`config.mk`:
```
export PLATFORM = sky130hd
export DESIGN_NAME = multicycle_sequencer
export DESIGN_NICKNAME = d
export VERILOG_FILES = /design/src/rtl/multicycle_sequencer.sv
export SDC_FILE = /design/constraint.sdc
export NUM_CORES = 1
export LEC_CHECK = 0
export BUFFER_PORTS_ARGS = -buffer_cell sky130_fd_sc_hd__buf_4
export CAP_MARGIN = 5
export CORE_ASPECT_RATIO = 0.8
export CORE_UTILIZATION = 58
export CTS_CLUSTER_DIAMETER = 30
export DETAILED_ROUTE_END_ITERATION = 10
export PLACE_DENSITY_LB_ADDON = 0.05
export SLEW_MARGIN = 20
export SYNTH_ARGS = -nofsm -noshare
export SYNTH_HDL_FRONTEND = slang
export SYNTH_SLANG_ARGS = --single-unit
```
`constraint.sdc`:
```
create_clock -name clk -period 2.9 [get_ports clk]
set_clock_uncertainty 0.15 [all_clocks]
set_input_delay 0 -clock clk [delete_from_list [all_inputs] [get_ports clk]]
set_output_delay 0 -clock clk [all_outputs]
set_load 0.01 [all_outputs]
```
`src/rtl/multicycle_sequencer.sv`:
```
// Multi-cycle control sequencer for an RV32I subset (LOAD, STORE, OP-IMM, OP,
// JAL, JALR). Steps a shared memory port, IR, PC, ALU and register file through
// FETCH/DECODE/EXEC/MEM/WB, traps illegal opcodes and memory timeouts into a
// sticky HALT, and counts retired instructions.
module multicycle_sequencer #(
  parameter int TIMEOUT = 255,
  parameter int CNT_W   = 32
) (
  input  logic             clk,
  input  logic             rst,
  input  logic [6:0]       op,
  input  logic             mem_ready,
  output logic             mem_req,
  output logic             mem_we,
  output logic             ir_write,
  output logic             pc_write,
  output logic             pc_sel,
  output logic             jalr,
  output logic             alu_src_imm,
  output logic             reg_write,
  output logic [1:0]       wb_sel,
  output logic             retire,
  output logic [CNT_W-1:0] instret,
  output logic             illegal,
  output logic             bus_err,
  output logic [2:0]       state
);

  typedef enum logic [2:0] {
    S_FETCH  = 3'd0,
    S_DECODE = 3'd1,
    S_EXEC   = 3'd2,
    S_MEM    = 3'd3,
    S_WB     = 3'd4,
    S_HALT   = 3'd5
  } state_t;

  typedef enum logic [2:0] {
    C_LOAD  = 3'd0,
    C_STORE = 3'd1,
    C_OPIMM = 3'd2,
    C_OP    = 3'd3,
    C_JAL   = 3'd4,
    C_JALR  = 3'd5,
    C_ILL   = 3'd6
  } class_t;

  // Last count value at which a request may still complete; reaching TIMEOUT
  // without ready is the bus error.
  localparam logic [7:0] TMO_LAST = 8'(TIMEOUT - 1);

  function automatic class_t classify(input logic [6:0] opcode);
    case (opcode)
      7'b0000011: return C_LOAD;
      7'b0100011: return C_STORE;
      7'b0010011: return C_OPIMM;
      7'b0110011: return C_OP;
      7'b1101111: return C_JAL;
      7'b1100111: return C_JALR;
      default:    return C_ILL;
    endcase
  endfunction

  state_t           state_q, state_d;
  class_t           cls_q;
  class_t           cls_dec;
  logic [7:0]       tmo_q;
  logic             tmo_hit;
  logic             ill_q, be_q;
  logic [CNT_W-1:0] instret_q;

  // Raw (ungated) control strobes from the decoder
  logic       req_c, we_c, irw_c, pcw_c, pcs_c, jalr_c, imm_c, rw_c, ret_c;
  logic [1:0] wb_c;

  assign cls_dec = classify(op);
  assign tmo_hit = (tmo_q == TMO_LAST);

  // State register; async reset restarts in FETCH
  always_ff @(posedge clk or posedge rst) begin
    if (rst) state_q <= S_FETCH;
    else     state_q <= state_d;
  end

  // Next-state and control decode from state, latched class and handshake
  always_comb begin
    state_d = state_q;
    req_c   = 1'b0;
    we_c    = 1'b0;
    irw_c   = 1'b0;
    pcw_c   = 1'b0;
    pcs_c   = 1'b0;
    jalr_c  = 1'b0;
    imm_c   = 1'b0;
    rw_c    = 1'b0;
    wb_c    = 2'b00;
    ret_c   = 1'b0;
    case (state_q)
      S_FETCH: begin
        req_c = 1'b1;
        if (mem_ready) begin
          irw_c   = 1'b1;
          pcw_c   = 1'b1;
          state_d = S_DECODE;
        end else if (tmo_hit) begin
          state_d = S_HALT;
        end
      end
      S_DECODE: begin
        state_d = (cls_dec == C_ILL) ? S_HALT : S_EXEC;
      end
      S_EXEC: begin
        imm_c = (cls_q == C_LOAD) || (cls_q == C_STORE) ||
                (cls_q == C_OPIMM) || (cls_q == C_JALR);
        case (cls_q)
          C_LOAD, C_STORE: state_d = S_MEM;
          C_OP, C_OPIMM:   state_d = S_WB;
          C_JAL, C_JALR: begin
            // Link value is the PC+4 captured at fetch, before this PC update
            pcw_c   = 1'b1;
            pcs_c   = 1'b1;
            jalr_c  = (cls_q == C_JALR);
            rw_c    = 1'b1;
            wb_c    = 2'b10;
            ret_c   = 1'b1;
            state_d = S_FETCH;
          end
          default: state_d = S_HALT;
        endcase
      end
      S_MEM: begin
        req_c = 1'b1;
        we_c  = (cls_q == C_STORE);
        if (mem_ready) begin
          if (cls_q == C_STORE) begin
            ret_c   = 1'b1;
            state_d = S_FETCH;
          end else begin
            state_d = S_WB;
          end
        end else if (tmo_hit) begin
          state_d = S_HALT;
        end
      end
      S_WB: begin
        rw_c    = 1'b1;
        wb_c    = (cls_q == C_LOAD) ? 2'b01 : 2'b00;
        ret_c   = 1'b1;
        state_d = S_FETCH;
      end
      S_HALT:  state_d = S_HALT;
      default: state_d = S_FETCH;
    endcase
  end

  // Reset forces every strobe low at once, so an in-flight request is dropped
  // without waiting for a clock edge.
  assign mem_req     = req_c  & ~rst;
  assign mem_we      = we_c   & ~rst;
  assign ir_write    = irw_c  & ~rst;
  assign pc_write    = pcw_c  & ~rst;
  assign pc_sel      = pcs_c  & ~rst;
  assign jalr        = jalr_c & ~rst;
  assign alu_src_imm = imm_c  & ~rst;
  assign reg_write   = rw_c   & ~rst;
  assign wb_sel      = rst ? 2'b00 : wb_c;
  assign retire      = ret_c  & ~rst;
  assign instret     = instret_q;
  assign illegal     = ill_q;
  assign bus_err     = be_q;
  assign state       = state_q;

  // Opcode class is captured once, in DECODE, and used by EXEC/MEM/WB
  always_ff @(posedge clk or posedge rst) begin
    if (rst)                    cls_q <= C_LOAD;
    else if (state_q == S_DECODE) cls_q <= cls_dec;
  end

  // Wait counter: cleared on every state change, counts unanswered request cycles
  always_ff @(posedge clk or posedge rst) begin
    if (rst)                       tmo_q <= 8'd0;
    else if (state_d != state_q)   tmo_q <= 8'd0;
    else if (req_c && !mem_ready)  tmo_q <= tmo_q + 8'd1;
  end

  // Sticky trap flags, set on the transition into HALT
  always_ff @(posedge clk or posedge rst) begin
    if (rst) begin
      ill_q <= 1'b0;
      be_q  <= 1'b0;
    end else begin
      if (state_q == S_DECODE && cls_dec == C_ILL)
        ill_q <= 1'b1;
      if ((state_q == S_FETCH || state_q == S_MEM) && !mem_ready && tmo_hit)
        be_q <= 1'b1;
    end
  end

  // Retired-instruction counter, wraps naturally at 2^CNT_W
  always_ff @(posedge clk or posedge rst) begin
    if (rst)         instret_q <= '0;
    else if (ret_c)  instret_q <= instret_q + CNT_W'(1);
  end

endmodule

```
==> results.ini <==
[clock_network]
cts_tree=yes
cts_buffer_depth=2
cts_root_buf=clkbuf_8
postCtsSetupBuffers=0
hold_buffers=7
clk_pin_slew_ns=0.09
cts_max_level=2
clock_latency_ns=0.31
clock-sinks=48
cts_resized=0
cts_buffers=5

[timing]
worstMarginPinSlew_ns=0.7581
hold_viol_final=0
min_period_over_period_pct=82.82
slew_viol_final=0
slew_headroom_pct=49.00
setup_viol=0
clock.fmax_ghz=0.4163
rsz0062_at_grt=false
finalCriticalPeriod_ns=2.402
fin_setup_tns_ns=0

[grt]
grt_pass1_vias=2208
antenna_found_initial=0
track_usage_pct=27.67
grt_first_pass_wirelength_um=10400
grt_overflow=0
grt_max_degree=35

[synthesis]
yosysUniqueCellTypes=48
syn_area_mm2=0.002671
synthFlopType=dfrtp_1
netlist_instances=276
synthesis.nets=289
yosys_warnings=0
synthAdderAreaFrac_pct=1.405
synth-xor-area-share_pct=13.11
ys_ff_latch=48
yosys.area_share.simple_pct=27.31
muxShareOfSynthArea_pct=0.7963
syn_avg_cell_area_um2=9.679
synth-compound-area-share_pct=8.759
synth_edf_count=0
ys_async_sr_fraction_pct=100.0
synth_top_family_by_area=simple AND/OR/NAND/NOR gates
yosysSeqAreaShare_pct=44.96

[layout]
syn_to_final_growth_pct=23.56
nNetsFinal=354
layout-drive-gt1-share_pct=23.98
insertedDiodeCount=0
final_common_cell=buf_4
final_cell_mix=60 x buf_4, 48 x dfrtp_1, 29 x nor2_1
final_util_pct=76.60

[route]
dr_total_vias=2283
viasPerCell=5.722
post_drt_wl_per_cell_um=15.42
antenna_left=0
first_iter_violations=148
drt-pass1-iter-count=4
drt-total-wl_um=6151
drc=0

[floorplanning]
die_h_um=62.70
dieArea_mm2=0.004883
die_x_um=77.88
start_util_pct=61.99
ios=58
rows=21
core-area_mm2=0.004309

[placement]
gp_congestion=0.9396
port_buffers=57
hpwl_um=4334

[run]
maxCapViolations=0

[setup_path]
critPathMaxFanout=17
cp-start-kind=register
endpoint_kind=register
crit_type=register to register
arrival_ns=2.51
crit_required_ns=3.01

[power_and_ir_drop]
p_per_area_mw_per_mm2=557.8
power.total_mw=1.841
p_leak_nw=1.504
vdd_drop_max_v=0.0004171

[outcome]
outcome=completed

[min_path]
hp-class=input port to register

==> state kept, by name, summed over array words and instances, names as in the netlist <==
register and cells:
cls_q 3, tmo_q 8, bus_err 1, state 3, illegal 1, instret 32
==> power breakdown <==
part / leakage (nW) / internal, mW / switching, mW
logic: 0.873 / 0.241 / 0.292
registers: 0.587 / 0.733 / 0.151
clock network: 0.0445 / 0.194 / 0.230
==> cells in the mapped netlist (2+ instances only) <==
| library cell | n | area [um2] |
|---|---|---|
| nor2_1 | 29 | 108.9 |
| xor2_1 | 25 | 219.0 |
| inv_1 | 11 | 41.29 |
| o211ai_1 | 2 | 15.01 |
| and4_1 | 4 | 35.03 |
| nor4_1 | 14 | 87.58 |
| o21ai_0 | 8 | 40.04 |
| nand2_1 | 25 | 93.84 |
| nor3b_1 | 3 | 22.52 |
| nand4_2 | 2 | 25.02 |
| nor3_1 | 13 | 65.06 |
| and3_1 | 9 | 56.30 |
| nand3_1 | 10 | 50.05 |
| nand3b_1 | 2 | 15.01 |
| buf_2 | 3 | 15.01 |
| a21oi_1 | 7 | 35.03 |
| a22o_1 | 2 | 17.52 |
| o21ai_2 | 2 | 17.52 |
| clkbuf_1 | 2 | 7.510 |
| nor3_2 | 2 | 20.02 |
| buf_6 | 2 | 22.52 |
| nand2b_1 | 3 | 18.77 |
| nand4_1 | 5 | 31.28 |
| xnor2_1 | 15 | 131.4 |
| or3_1 | 2 | 12.51 |
| dfrtp_1 | 48 | 1201 |
| ha_1 | 3 | 37.54 |
| nor2b_1 | 3 | 18.77 |
==> metrics by stage <==
step | hold WS [ns] | setup WS (ns) | instances | area, um2
after floorplan | -0.1025 | 1.012 | 276 | 2671
after global placement | -0.08526 | 0.7647 | 384 | 3137
after detailed placement | -0.08837 | 0.7121 | 384 | 3137
after CTS | 0.02219 | 0.5595 | 399 | 3301
after global routing | 0.08577 | 0.2799 | 399 | 3301
final | 0.05432 | 0.4982 | 399 | 3301
==> critical path, cell delays in order (launching register included) <==
cell	delay (ns)
dfrtp_1	0.70
buf_4	0.28
nand2_1	0.21
nor4_1	0.31
a22o_1	0.16
dlygate4sd3_1	0.53
==> cells by family after synthesis <==
family / Yosys count
AO/OA/AOI/OAI: 31
XOR/XNOR: 40
adder cells (fa/ha/maj): 3
buffers and inverters: 20
flip-flops: 48
multiplexers: 2
AND/OR/NAND/NOR: 132
==> routing by layer <==
metal  share of wire (%)  wire (um)  vias up  global-route usage, %
li1                    -          -     1101                      -
met4                 1.8        110        0                  11.08
met2                  46       2822       83                  43.47
met1                  46       2840     1089                  38.25
met3                 6.1        377       10                  4.672
met5                   0          0        -                      0
==> final timing paths <==
kind / slack (ns) / to / from / cells past startpoint
max reg2reg: 0.50 / cls_q[0] / state[0] / 5
min in group asynchronous: 0.14 / cls_q[0] / rst / 3
min reg2reg: 0.33 / illegal / illegal / 1
min: 0.05 / state[1] / op[2] / 4
max in group asynchronous: 1.69 / instret[4] / rst / 4
max: 0.50 / cls_q[0] / state[0] / 5
==> cell type report <==
cell class	instances	area [um2]
inverter	11	41.29
sequential	48	1201
tap	57	71.32
clock inverter	1	7.507
fill	335	1008
multi-input combinational	208	1373
timing repair buffer	67	520.5
clock buffer	7	86.33
Note: power is estimated with default switching activity, not from simulation.
